**config.mk**
```make
export PLATFORM = sky130hd
export DESIGN_NAME = fetch_npc_unit
export DESIGN_NICKNAME = d
export VERILOG_FILES = /design/src/rtl/fetch_npc_unit.sv
export SDC_FILE = /design/constraint.sdc
export NUM_CORES = 1
export LEC_CHECK = 0
export BUFFER_PORTS_ARGS = -buffer_cell sky130_fd_sc_hd__buf_2
export CORE_ASPECT_RATIO = 0.7
export CORE_MARGIN = 3
export CORE_UTILIZATION = 52
export CTS_CLUSTER_DIAMETER = 30
export DETAILED_ROUTE_END_ITERATION = 10
export GPL_ROUTABILITY_DRIVEN = 0
export GPL_TIMING_DRIVEN = 0
export MAX_ROUTING_LAYER = met4
export PLACE_DENSITY = 0.84
export SETUP_SLACK_MARGIN = 0.2
export SLEW_MARGIN = 20
export SYNTH_ARGS = -nofsm -noshare
export SYNTH_HDL_FRONTEND = slang
export SYNTH_SLANG_ARGS = --single-unit
```
**constraint.sdc**
```tcl
create_clock -name clk -period 4 [get_ports clk]
set_input_delay 0.8 -clock clk [delete_from_list [all_inputs] [get_ports clk]]
set_output_delay 0.8 -clock clk [all_outputs]
set_load 0.1 [all_outputs]
```
**src/rtl/fetch_npc_unit.sv**
```systemverilog
// fetch_npc_unit: instruction-fetch and next-PC stage feeding the control decoder.
// Holds the architectural PC, fetches one instruction word over a req/ack
// handshake, issues it to the decoder, then advances the PC from the
// decoder's Jump/Branch outputs, the ALU Zero flag and the instruction immediates.
//
// Ports:
//   clk, rstn                 clock (rising edge), async active-low reset
//   Jump[1:0], Branch[1:0]    decoder control (0 none, 1 imm26 jump / beq, 2 reg jump / bne, 3 reserved)
//   Zero                      ALU zero flag for the issued instruction
//   RegTarget[31:0]           rs value for jr/jalr
//   stall                     datapath hold request while issuing
//   imem_req, imem_addr       instruction-memory request and address (= pc)
//   imem_ack, imem_rdata      instruction-memory data valid and word
//   instr, instr_valid        issued instruction and its valid
//   pc, pc_plus4              current PC and link value
//   retired                   retired-instruction counter (wraps)
//   misalign_err              sticky misaligned register-jump flag
module fetch_npc_unit #(
  parameter logic [31:0] RESET_PC = 32'h0000_3000
) (
  input  logic        clk,
  input  logic        rstn,
  input  logic [1:0]  Jump,
  input  logic [1:0]  Branch,
  input  logic        Zero,
  input  logic [31:0] RegTarget,
  input  logic        stall,
  output logic        imem_req,
  output logic [31:0] imem_addr,
  input  logic        imem_ack,
  input  logic [31:0] imem_rdata,
  output logic [31:0] instr,
  output logic        instr_valid,
  output logic [31:0] pc,
  output logic [31:0] pc_plus4,
  output logic [31:0] retired,
  output logic        misalign_err
);

  localparam int unsigned XLEN = 32;

  // Low bits forced to zero so pc stays word-aligned even with a bad override.
  localparam logic [XLEN-1:0] RESET_PC_W = {RESET_PC[XLEN-1:2], 2'b00};

  localparam logic [1:0] J_IMM  = 2'd1;
  localparam logic [1:0] J_REG  = 2'd2;
  localparam logic [1:0] J_NONE = 2'd0;
  localparam logic [1:0] B_EQ   = 2'd1;
  localparam logic [1:0] B_NE   = 2'd2;

  typedef enum logic [1:0] {
    IDLE  = 2'd0,
    FETCH = 2'd1,
    ISSUE = 2'd2
  } state_t;

  state_t          state;
  logic [XLEN-1:0] npc;
  logic [XLEN-1:0] br_off;

  assign imem_addr = pc;
  assign pc_plus4  = pc + 32'd4;

  // Next-PC select; jumps win over branches, reserved encodings fall through to pc+4.
  always_comb begin
    br_off = {{14{instr[15]}}, instr[15:0], 2'b00};
    npc    = pc_plus4;
    if (Jump == J_IMM) begin
      npc = {pc_plus4[31:28], instr[25:0], 2'b00};
    end else if (Jump == J_REG) begin
      npc = {RegTarget[31:2], 2'b00};
    end else if (Jump == J_NONE &&
                 ((Branch == B_EQ && Zero) || (Branch == B_NE && !Zero))) begin
      npc = pc_plus4 + br_off;
    end
  end

  // Fetch/issue sequencer with registered handshake and issue outputs.
  always_ff @(posedge clk or negedge rstn) begin
    if (!rstn) begin
      state        <= IDLE;
      pc           <= RESET_PC_W;
      instr        <= '0;
      instr_valid  <= 1'b0;
      imem_req     <= 1'b0;
      retired      <= '0;
      misalign_err <= 1'b0;
    end else begin
      case (state)
        IDLE: begin
          state    <= FETCH;
          imem_req <= 1'b1;
        end
        FETCH: begin
          if (imem_ack) begin
            instr       <= imem_rdata;
            state       <= ISSUE;
            imem_req    <= 1'b0;
            instr_valid <= 1'b1;
          end
        end
        ISSUE: begin
          // Control inputs only matter on the edge that retires the instruction.
          if (!stall) begin
            pc          <= npc;
            retired     <= retired + 32'd1;
            state       <= FETCH;
            instr_valid <= 1'b0;
            imem_req    <= 1'b1;
            if (Jump == J_REG && RegTarget[1:0] != 2'b00) begin
              misalign_err <= 1'b1;
            end
          end
        end
        default: begin
          state       <= IDLE;
          instr_valid <= 1'b0;
          imem_req    <= 1'b0;
        end
      endcase
    end
  end

endmodule

```
==> results.sh, run 1 <==
export IMPL_status="finished with violations"
export IMPL_violations="setup timing"
export IMPL_numCtsBuffers=9
export IMPL_grt_max_degree=68
export IMPL_synth_xor_area_frac=0.0946
export IMPL_grt_usage=0.341
export IMPL_finalSetupTns_ps=-78.7
export IMPL_cpMaxStageDelayCell="dfstp_4"
export IMPL_placedInstanceArea_mm2=0.00937
export IMPL_grt_pass1_vias=7600
export IMPL_netlist_instances=827
export IMPL_clockBufferDepth=2
export IMPL_post_route_min_period_ps=4070
export IMPL_die_height_um=106
export IMPL_dp_hpwl_um=20000
export IMPL_rsz0062_at_grt="yes"
export IMPL_synth_mux_area_frac=0.0765
export IMPL_yosys_area_share_simple=0.180
export IMPL_reg2reg_depth=16
export IMPL_fin_skew_ps=7.62
export IMPL_ant_nets=0
export IMPL_synth_cell_area_mm2=0.00739
export IMPL_endpoint_kind="flop"
export IMPL_reg2reg_to="imem_addr[31]"
export IMPL_firstDrtPassIters=8
export IMPL_crit_type="reg -> reg"
export IMPL_area_growth_syn_to_layout_pct=40.6
export IMPL_final_max_slew_viol_count=0
export IMPL_clock_sinks=98
export IMPL_setup_viol=2
export IMPL_insertedDiodeCount=0
export IMPL_cp_arrival_ps=4320
export IMPL_path_buf_inv=2
export IMPL_synth_top_family_by_area="compound AO/OA/AOI/OAI gates"
export IMPL_wire_per_inst_um=21.3
export IMPL_fin_crit_sh=1.02
export IMPL_crit_family="simple AND/OR/NAND/NOR gates"
export IMPL_start_util=0.546
export IMPL_htreeDepth=3
export IMPL_crit_fanout=6
export IMPL_async_flop_share=1.00
export IMPL_yosys_area_share_adder=0.0653
export IMPL_fmax_mhz=246
export IMPL_ys_warn_count=0
export IMPL_drive_gt1_frac=0.445
export IMPL_fin_ws_ps=-65.9
export IMPL_r2r_start="imem_addr[12]"
export IMPL_post_synth_num_cell_types=75
export IMPL_grt_pass1_wl_um=41000
export IMPL_drc=0
export IMPL_antenna_found_initial=0
export IMPL_hold_class="in -> async"
export IMPL_vias=8043
export IMPL_whs_ps=325
export IMPL_hold_violations=0
export IMPL_drt_initial_drc_count=1045
export IMPL_drt_vias_per_instance=6.19
export IMPL_drt_wl_total_um=27600
export IMPL_cts_hold_buf=0
export IMPL_cts_root_buf="clkbuf_16"
export IMPL_critPathLaunchType="flop"
export IMPL_layout_commonest_cell="buf_2"
export IMPL_tightest_slew_ps=922
export IMPL_relSlewSlack=0.385
export IMPL_cp_data_required_time_ps=4250
export IMPL_core_area_mm2=0.0135
export IMPL_design_area_mm2=0.0104
export IMPL_clk_pin_slew_ps=80
export IMPL_clock_latency_ps=350
export IMPL_cts_tree="built"
export IMPL_crit_chain="nand3_4, or3_4, buf_12, nor3_4, buf_6, nand3_2, xnor2_4, ha_4, and3_1, nand4_1, nor2_1, o211ai_1, a31oi_1, xor2_1, a21oi_1, o31ai_2"
export IMPL_nNetsFinal=1221
export IMPL_most_common_layout_cells="buf_2, nand2_1, dfrtp_1"
export IMPL_rrSetupSlack_ps=-70
export IMPL_port_buffer_count=229
export IMPL_synth_ff_type="dfrtp_1"
export IMPL_syn_area_per_cell_um2=8.94
export IMPL_dieArea_mm2=0.0157
export IMPL_row_count=35
export IMPL_yosysSeqAreaShare=0.332
export IMPL_grt_overflow=0
export IMPL_io_pins=236
export IMPL_cpPeakStageDelay_ps=640
export IMPL_die_x_um=148
export IMPL_maxCapViolCount=0
export IMPL_synth_compound_area_frac=0.184
export IMPL_synth_edff_count=0
export IMPL_ys_ff_latch=98
registers in the layout, indices dropped and copies added, names as in the netlist:
| register | count |
|---|---|
| instr | 32 |
| retired | 32 |
| imem_addr | 30 |
| state | 2 |
| instr_valid | 1 |
| misalign_err | 1 |
area by class of cell:
| type | instances | area [µm²] |
|---|---|---|
| buffer | 73 | 459 |
| timing repair buffer | 267 | 1480 |
| inverter | 19 | 82.6 |
| multi-input combinational | 642 | 5340 |
| clock inverter | 7 | 72.6 |
| sequential | 98 | 2500 |
| fill | 916 | 3140 |
| clock buffer | 9 | 225 |
| tap | 185 | 231 |
routing by layer:
metal,vias up,part of all wire,global-route usage
met5,-,0,-
met3,116,0.13,0.104
met4,0,0.036,0.0982
li1,3546,-,-
met2,578,0.44,0.503
met1,3803,0.39,0.456
stage by stage:
step / setup slack [ps] / util / std cells
6_report: -65.9 / 0.768 / 1300
5_1_grt: -134 / 0.768 / 1300
4_1_cts: 126 / 0.735 / 1281
3_5_place_dp: -529 / 0.693 / 1247
3_3_place_gp: -509 / 0.690 / 1246
2_1_floorplan: -492 / - / 832
synthesized netlist by cell type, types with 27 or more instances:
master | n | area [µm²]
dfrtp_1 | 96 | 2400
o21ai_0 | 29 | 145
nor2_1 | 57 | 214
ha_1 | 37 | 463
nand3_1 | 31 | 155
xor2_1 | 33 | 289
nand2_1 | 87 | 327
mux2_2 | 36 | 405
buf_4 | 36 | 270
xnor2_1 | 45 | 394
clkbuf_1 | 27 | 101
a21oi_1 | 57 | 285
how the worst max path moves through the flow:
stage | from | end | slack, ps | depth (start not counted)
2_1_floorplan | imem_addr[2] | imem_addr[27] | -490 | 15
3_3_place_gp | imem_addr[2] | imem_addr[31] | -510 | 15
3_5_place_dp | imem_addr[2] | imem_addr[31] | -530 | 15
4_1_cts | imem_addr[13] | imem_addr[31] | 130 | 16
5_1_grt | imem_addr[8] | imem_addr[31] | -130 | 15
6_report | imem_addr[12] | imem_addr[31] | -70 | 16
cell families (layout without fill, tap and decap cells):
group	count (synthesis)	count (layout)
compound gates	205	205
xor+xnor	79	79
fa+ha+maj	38	38
buf+inv	92	375
flops	98	98
mux	47	47
other cells	1	6
simple gates	267	267
worst reg2reg max path, cell delays in order, from the launching register on:
cell	delay (ps)
dfstp_4	640
nand3_4	80
or3_4	390
buf_12	160
nor3_4	270
buf_6	150
nand3_2	120
xnor2_4	240
ha_4	330
and3_1	200
nand4_1	190
nor2_1	170
o211ai_1	170
a31oi_1	230
xor2_1	260
a21oi_1	120
o31ai_2	240
what timing repair did:
| action | 4_1_cts | 5_1_grt |
|---|---|---|
| pin swaps | 15 | 31 |
| buffers inserted | 18 | 19 |
| gates resized for setup | 23 | 58 |
| setup endpoints to repair | 26 | 21 |
Power of run 1 is left out: the tool's default activity adds up to more than one toggle a clock period on the data nets, which glitch-free logic cannot reach.
==> inputs of run 2 (changes only) <==
Settings changed: CAP_MARGIN set to 10, PLACE_DENSITY 0.84 to 0.81.
==> run 2 against run 1 <==
Effect of this change:
- the flow now finishes without violations
- worst setup slack improved by 140 ps
- clock-buffer cell count unchanged
- cell area shrank 1.7%
- final cell count fell by 0.62%
- die area is the same
- routed wire length decreased by 3.0%
- register-to-register slack improved by 140 ps
- highest routed layer unchanged
==> results.sh, run 2 (synthesis results as in run 1) <==
export IMPL_clock_sinks=98
export IMPL_clockBufferDepth=2
export IMPL_numCtsBuffers=9
export IMPL_grt_max_degree=80
export IMPL_wire_per_inst_um=20.8
export IMPL_post_route_min_period_ps=3920
export IMPL_cpMaxStageDelayCell="dfstp_4"
export IMPL_layout_commonest_cell="buf_2"
export IMPL_most_common_layout_cells="buf_2, nand2_1, dfrtp_1"
export IMPL_dp_hpwl_um=19700
export IMPL_final_max_slew_viol_count=0
export IMPL_fin_crit_sh=0.980
export IMPL_status="completed"
export IMPL_port_buffer_count=229
export IMPL_dieArea_mm2=0.0157
export IMPL_fmax_mhz=255
export IMPL_hold_violations=0
export IMPL_firstDrtPassIters=7
export IMPL_setup_viol=0
export IMPL_die_x_um=148
export IMPL_crit_fanout=6
export IMPL_cp_arrival_ps=4150
export IMPL_grt_usage=0.338
export IMPL_final_cells=1292
export IMPL_drt_wl_total_um=26800
export IMPL_drt_initial_drc_count=968
export IMPL_grt_pass1_vias=7530
export IMPL_fill_cells=988
export IMPL_grt_overflow=0
export IMPL_nNetsFinal=1213
export IMPL_maxCapViolCount=0
export IMPL_cts_root_buf="clkbuf_16"
export IMPL_critPathLaunchType="flop"
export IMPL_fin_skew_ps=11.7
export IMPL_relSlewSlack=0.393
export IMPL_io_pins=236
export IMPL_grt_pass1_wl_um=40900
export IMPL_core_area_mm2=0.0135
export IMPL_row_count=35
export IMPL_htreeDepth=3
export IMPL_tightest_slew_ps=911
export IMPL_crit_family="simple AND/OR/NAND/NOR gates"
export IMPL_cts_tree="built"
export IMPL_cpPeakStageDelay_ps=630
export IMPL_area_growth_syn_to_layout_pct=38.2
export IMPL_vias=7875
export IMPL_cp_data_required_time_ps=4230
export IMPL_start_util=0.546
export IMPL_clock_latency_ps=360
export IMPL_ant_nets=0
export IMPL_antenna_found_initial=0
export IMPL_crit_type="reg -> reg"
export IMPL_insertedDiodeCount=0
export IMPL_drc=0
export IMPL_clk_pin_slew_ps=80
export IMPL_crit_chain="nand3_4, or3_4, buf_8, nor4_4, nand2_2, xor2_4, clkinvlp_4, ha_4, and3_4, nand4_1, nor2_1, o211ai_1, a31oi_1, xor2_1, and3_1, o31ai_2"
export IMPL_endpoint_kind="flop"
export IMPL_drt_vias_per_instance=6.10
export IMPL_die_height_um=106
export IMPL_dp_cells=1247
export IMPL_hold_class="in -> async"
export IMPL_path_buf_inv=2
export IMPL_drive_gt1_frac=0.430
export IMPL_rsz0062_at_grt="yes"
## run 2: cell count changes in the layout (fill, tap and decap cells not counted), moves of 2 or more
| cell | change |
|---|---|
| buf_4 | -8 |
| ha_4 | -3 |
| a21oi_2 | +2 |
| and4_1 | -2 |
| and4_4 | +2 |
| buf_6 | -2 |
| ha_1 | +2 |
| nand3_1 | +2 |
| nor3_1 | -2 |
| nor3_2 | +2 |
| xnor2_1 | +2 |
## run 2: stage by stage
stage	worst slack (ps)	area, µm²	hold WS [ps]	util	setup TNS [ps]
2_1_floorplan	-492	7960	498	-	-4460
3_3_place_gp	-527	9340	460	0.690	-3750
3_5_place_dp	-434	9370	472	0.693	-3500
4_1_cts	105	9930	286	0.734	0
5_1_grt	-67.4	10200	287	0.755	-244
6_report	78.6	10200	282	0.755	0
## run 2: repair_timing
| item | CTS | global route |
|---|---|---|
| endpoints found under the setup margin | 26 | 21 |
| hold buffers | 0 | 0 |
| buffers inserted | 15 | 14 |
| resized for setup | 20 | 43 |
| cloned | 0 | 0 |
| pin swaps | 17 | 21 |
## run 2: worst paths after layout
kind,slack (ps),end,depth (start not counted),start
worst min register to register,480,retired[23],1,retired[23]
worst min-delay path,280,imem_addr[20],1,rstn
max in group asynchronous,3030,imem_addr[13],2,rstn
worst max register to register,80,imem_addr[31],16,imem_addr[12]
worst max-delay path,80,imem_addr[31],16,imem_addr[12]
min in group clk,480,retired[23],1,retired[23]
## run 2: final cells by class
type,count,area [µm²],share of cell area
Tap cell,185,231,0.0227
Multi-Input combinational cell,642,5200,0.509
Timing Repair Buffer,259,1430,0.140
Sequential cell,98,2500,0.245
Clock inverter,7,81.3,0.00796
Buffer,73,459,0.0449
Inverter,19,82.6,0.00808
Clock buffer,9,225,0.0220
## run 2: per-layer routing
metal	share of wire	track usage	vias to the layer above	wire [µm]
met5	0	-	-	0
met2	0.45	0.503	539	12100
met3	0.11	0.0688	89	3030
met1	0.41	0.473	3731	11000
li1	-	-	3516	-
met4	0.029	0.0929	0	771
Power of run 2 is left out for the same reason.
==> inputs of run 3 (changes only) <==
Settings changed: CORE_UTILIZATION 52 to 45, PLACE_DENSITY 0.81 to 0.72.
==> run 3 against run 2 <==
Effect of this change:
- the run now ends with setup timing left
- flip-flop and latch count is the same
- via count grew 0.22%
- register-to-register slack lost 200 ps
- clock skew shrank 2.6 ps
- die area grew 15%
- worst setup slack lost 200 ps
- clock-buffer cell count unchanged
- cell area up 4.0%
- core utilization shrank 8.2 points
- critical path depth did not move
- critical endpoint unchanged
- highest routed layer unchanged
==> results.sh, run 3 (synthesis results as in run 1) <==
export IMPL_hold_class="in -> async"
export IMPL_path_common_cell="and3_4"
export IMPL_io_pins=236
export IMPL_start_util=0.468
export IMPL_seqCellArea_mm2=0.00250
export IMPL_grt_usage=0.297
export IMPL_rsz0062_at_grt="yes"
export IMPL_htreeDepth=3
export IMPL_firstDrtPassIters=5
export IMPL_fin_skew_ps=9.15
export IMPL_clockBufferDepth=2
export IMPL_die_x_um=159
export IMPL_multiInputGateArea_mm2=0.00545
export IMPL_die_height_um=113
export IMPL_fin_ws_ps=-126
export IMPL_fill_cells=1288
export IMPL_relSlewSlack=0.159
export IMPL_final_max_slew_viol_count=0
export IMPL_whs_ps=368
export IMPL_crit_type="reg -> reg"
export IMPL_critPathLaunchType="flop"
export IMPL_maxCapViolCount=0
export IMPL_cts_tree="built"
export IMPL_fin_crit_sh=1.03
export IMPL_vias=7892
export IMPL_path_buf_inv=3
export IMPL_dp_hpwl_um=20300
export IMPL_crit_fanout=6
export IMPL_violations="setup timing"
export IMPL_final_cells=1342
export IMPL_dieArea_mm2=0.0180
export IMPL_post_route_min_period_ps=4130
export IMPL_crit_family="simple AND/OR/NAND/NOR gates"
export IMPL_area_growth_syn_to_layout_pct=43.7
export IMPL_cts_root_buf="clkbuf_16"
export IMPL_row_count=38
export IMPL_cp_arrival_ps=4390
export IMPL_status="finished with violations"
export IMPL_drt_wl_total_um=27900
export IMPL_dp_cells=1282
export IMPL_tightest_slew_ps=1260
export IMPL_cp_data_required_time_ps=4260
export IMPL_cpMaxStageDelayCell="dfstp_4"
export IMPL_crit_chain="nand3_4, or3_4, buf_8, nor4_4, nand2_2, xor2_4, clkinvlp_4, ha_4, and3_4, nand4_1, buf_4, o22a_1, a31oi_4, xor2_2, and3_4, o31ai_4"
export IMPL_layout_commonest_cell="buf_2"
export IMPL_wire_per_inst_um=20.8
export IMPL_hold_violations=0
export IMPL_clock_sinks=98
export IMPL_drt_initial_drc_count=731
export IMPL_antenna_found_initial=1
export IMPL_most_common_layout_cells="buf_2, nand2_1, dfrtp_1"
export IMPL_finalSetupTns_ps=-126
export IMPL_fmax_mhz=242
export IMPL_grt_pass1_vias=7319
export IMPL_core_area_mm2=0.0158
export IMPL_grt_overflow=0
export IMPL_drt_vias_per_instance=5.88
export IMPL_fin_util=0.673
export IMPL_drc=0
export IMPL_nNetsFinal=1227
export IMPL_endpoint_kind="flop"
export IMPL_grt_max_degree=59
export IMPL_numCtsBuffers=9
export IMPL_port_buffer_count=229
export IMPL_clock_latency_ps=350
export IMPL_clk_pin_slew_ps=80
export IMPL_setup_viol=1
export IMPL_drive_gt1_frac=0.458
export IMPL_grt_pass1_wl_um=41100
export IMPL_cpPeakStageDelay_ps=650
export IMPL_ant_nets=0
-- run 3: area by class of cell --
type,instances,area share
antenna,1,0.000236
buffer,73,0.0436
clock buffer,9,0.0212
clock inverter,7,0.00766
inverter,19,0.00777
multi-input combinational,642,0.513
sequential,98,0.235
tap,220,0.0259
timing repair buffer,273,0.145
-- run 3: final timing paths --
kind | start | endpoint | slack (ps) | depth (start not counted)
worst min-delay path | rstn | retired[29] | 370 | 1
min in group clk | misalign_err | misalign_err | 480 | 1
worst max-delay path | imem_addr[13] | imem_addr[31] | -130 | 16
worst max register to register | imem_addr[13] | imem_addr[31] | -130 | 16
worst min register to register | misalign_err | misalign_err | 480 | 1
max in group asynchronous | rstn | imem_addr[6] | 2970 | 2
-- run 3: timing repair --
item,CTS,global route
endpoints found under the setup margin,27,24
gates resized for setup,34,69
hold buffers,0,0
pin swaps,16,36
buffers inserted,22,21
-- run 3: through the flow --
stage,cell area [µm²],setup slack (ps)
final,10600,-126
after CTS,10100,42.5
after global routing,10600,-202
after floorplan,7960,-492
after global placement,9380,-593
after detailed placement,9420,-618
-- run 3: metal layers --
layer  share of wire  vias to the layer above  GRT usage  routed length, µm
li1                -                     3544          -                  -
met1            0.42                     3777      0.420              11800
met2            0.44                      503      0.437              12400
met3            0.11                       68     0.0743               3150
met4           0.020                        0     0.0531                552
met5               0                        -          -                  0
Power of run 3 is left out for the same reason.
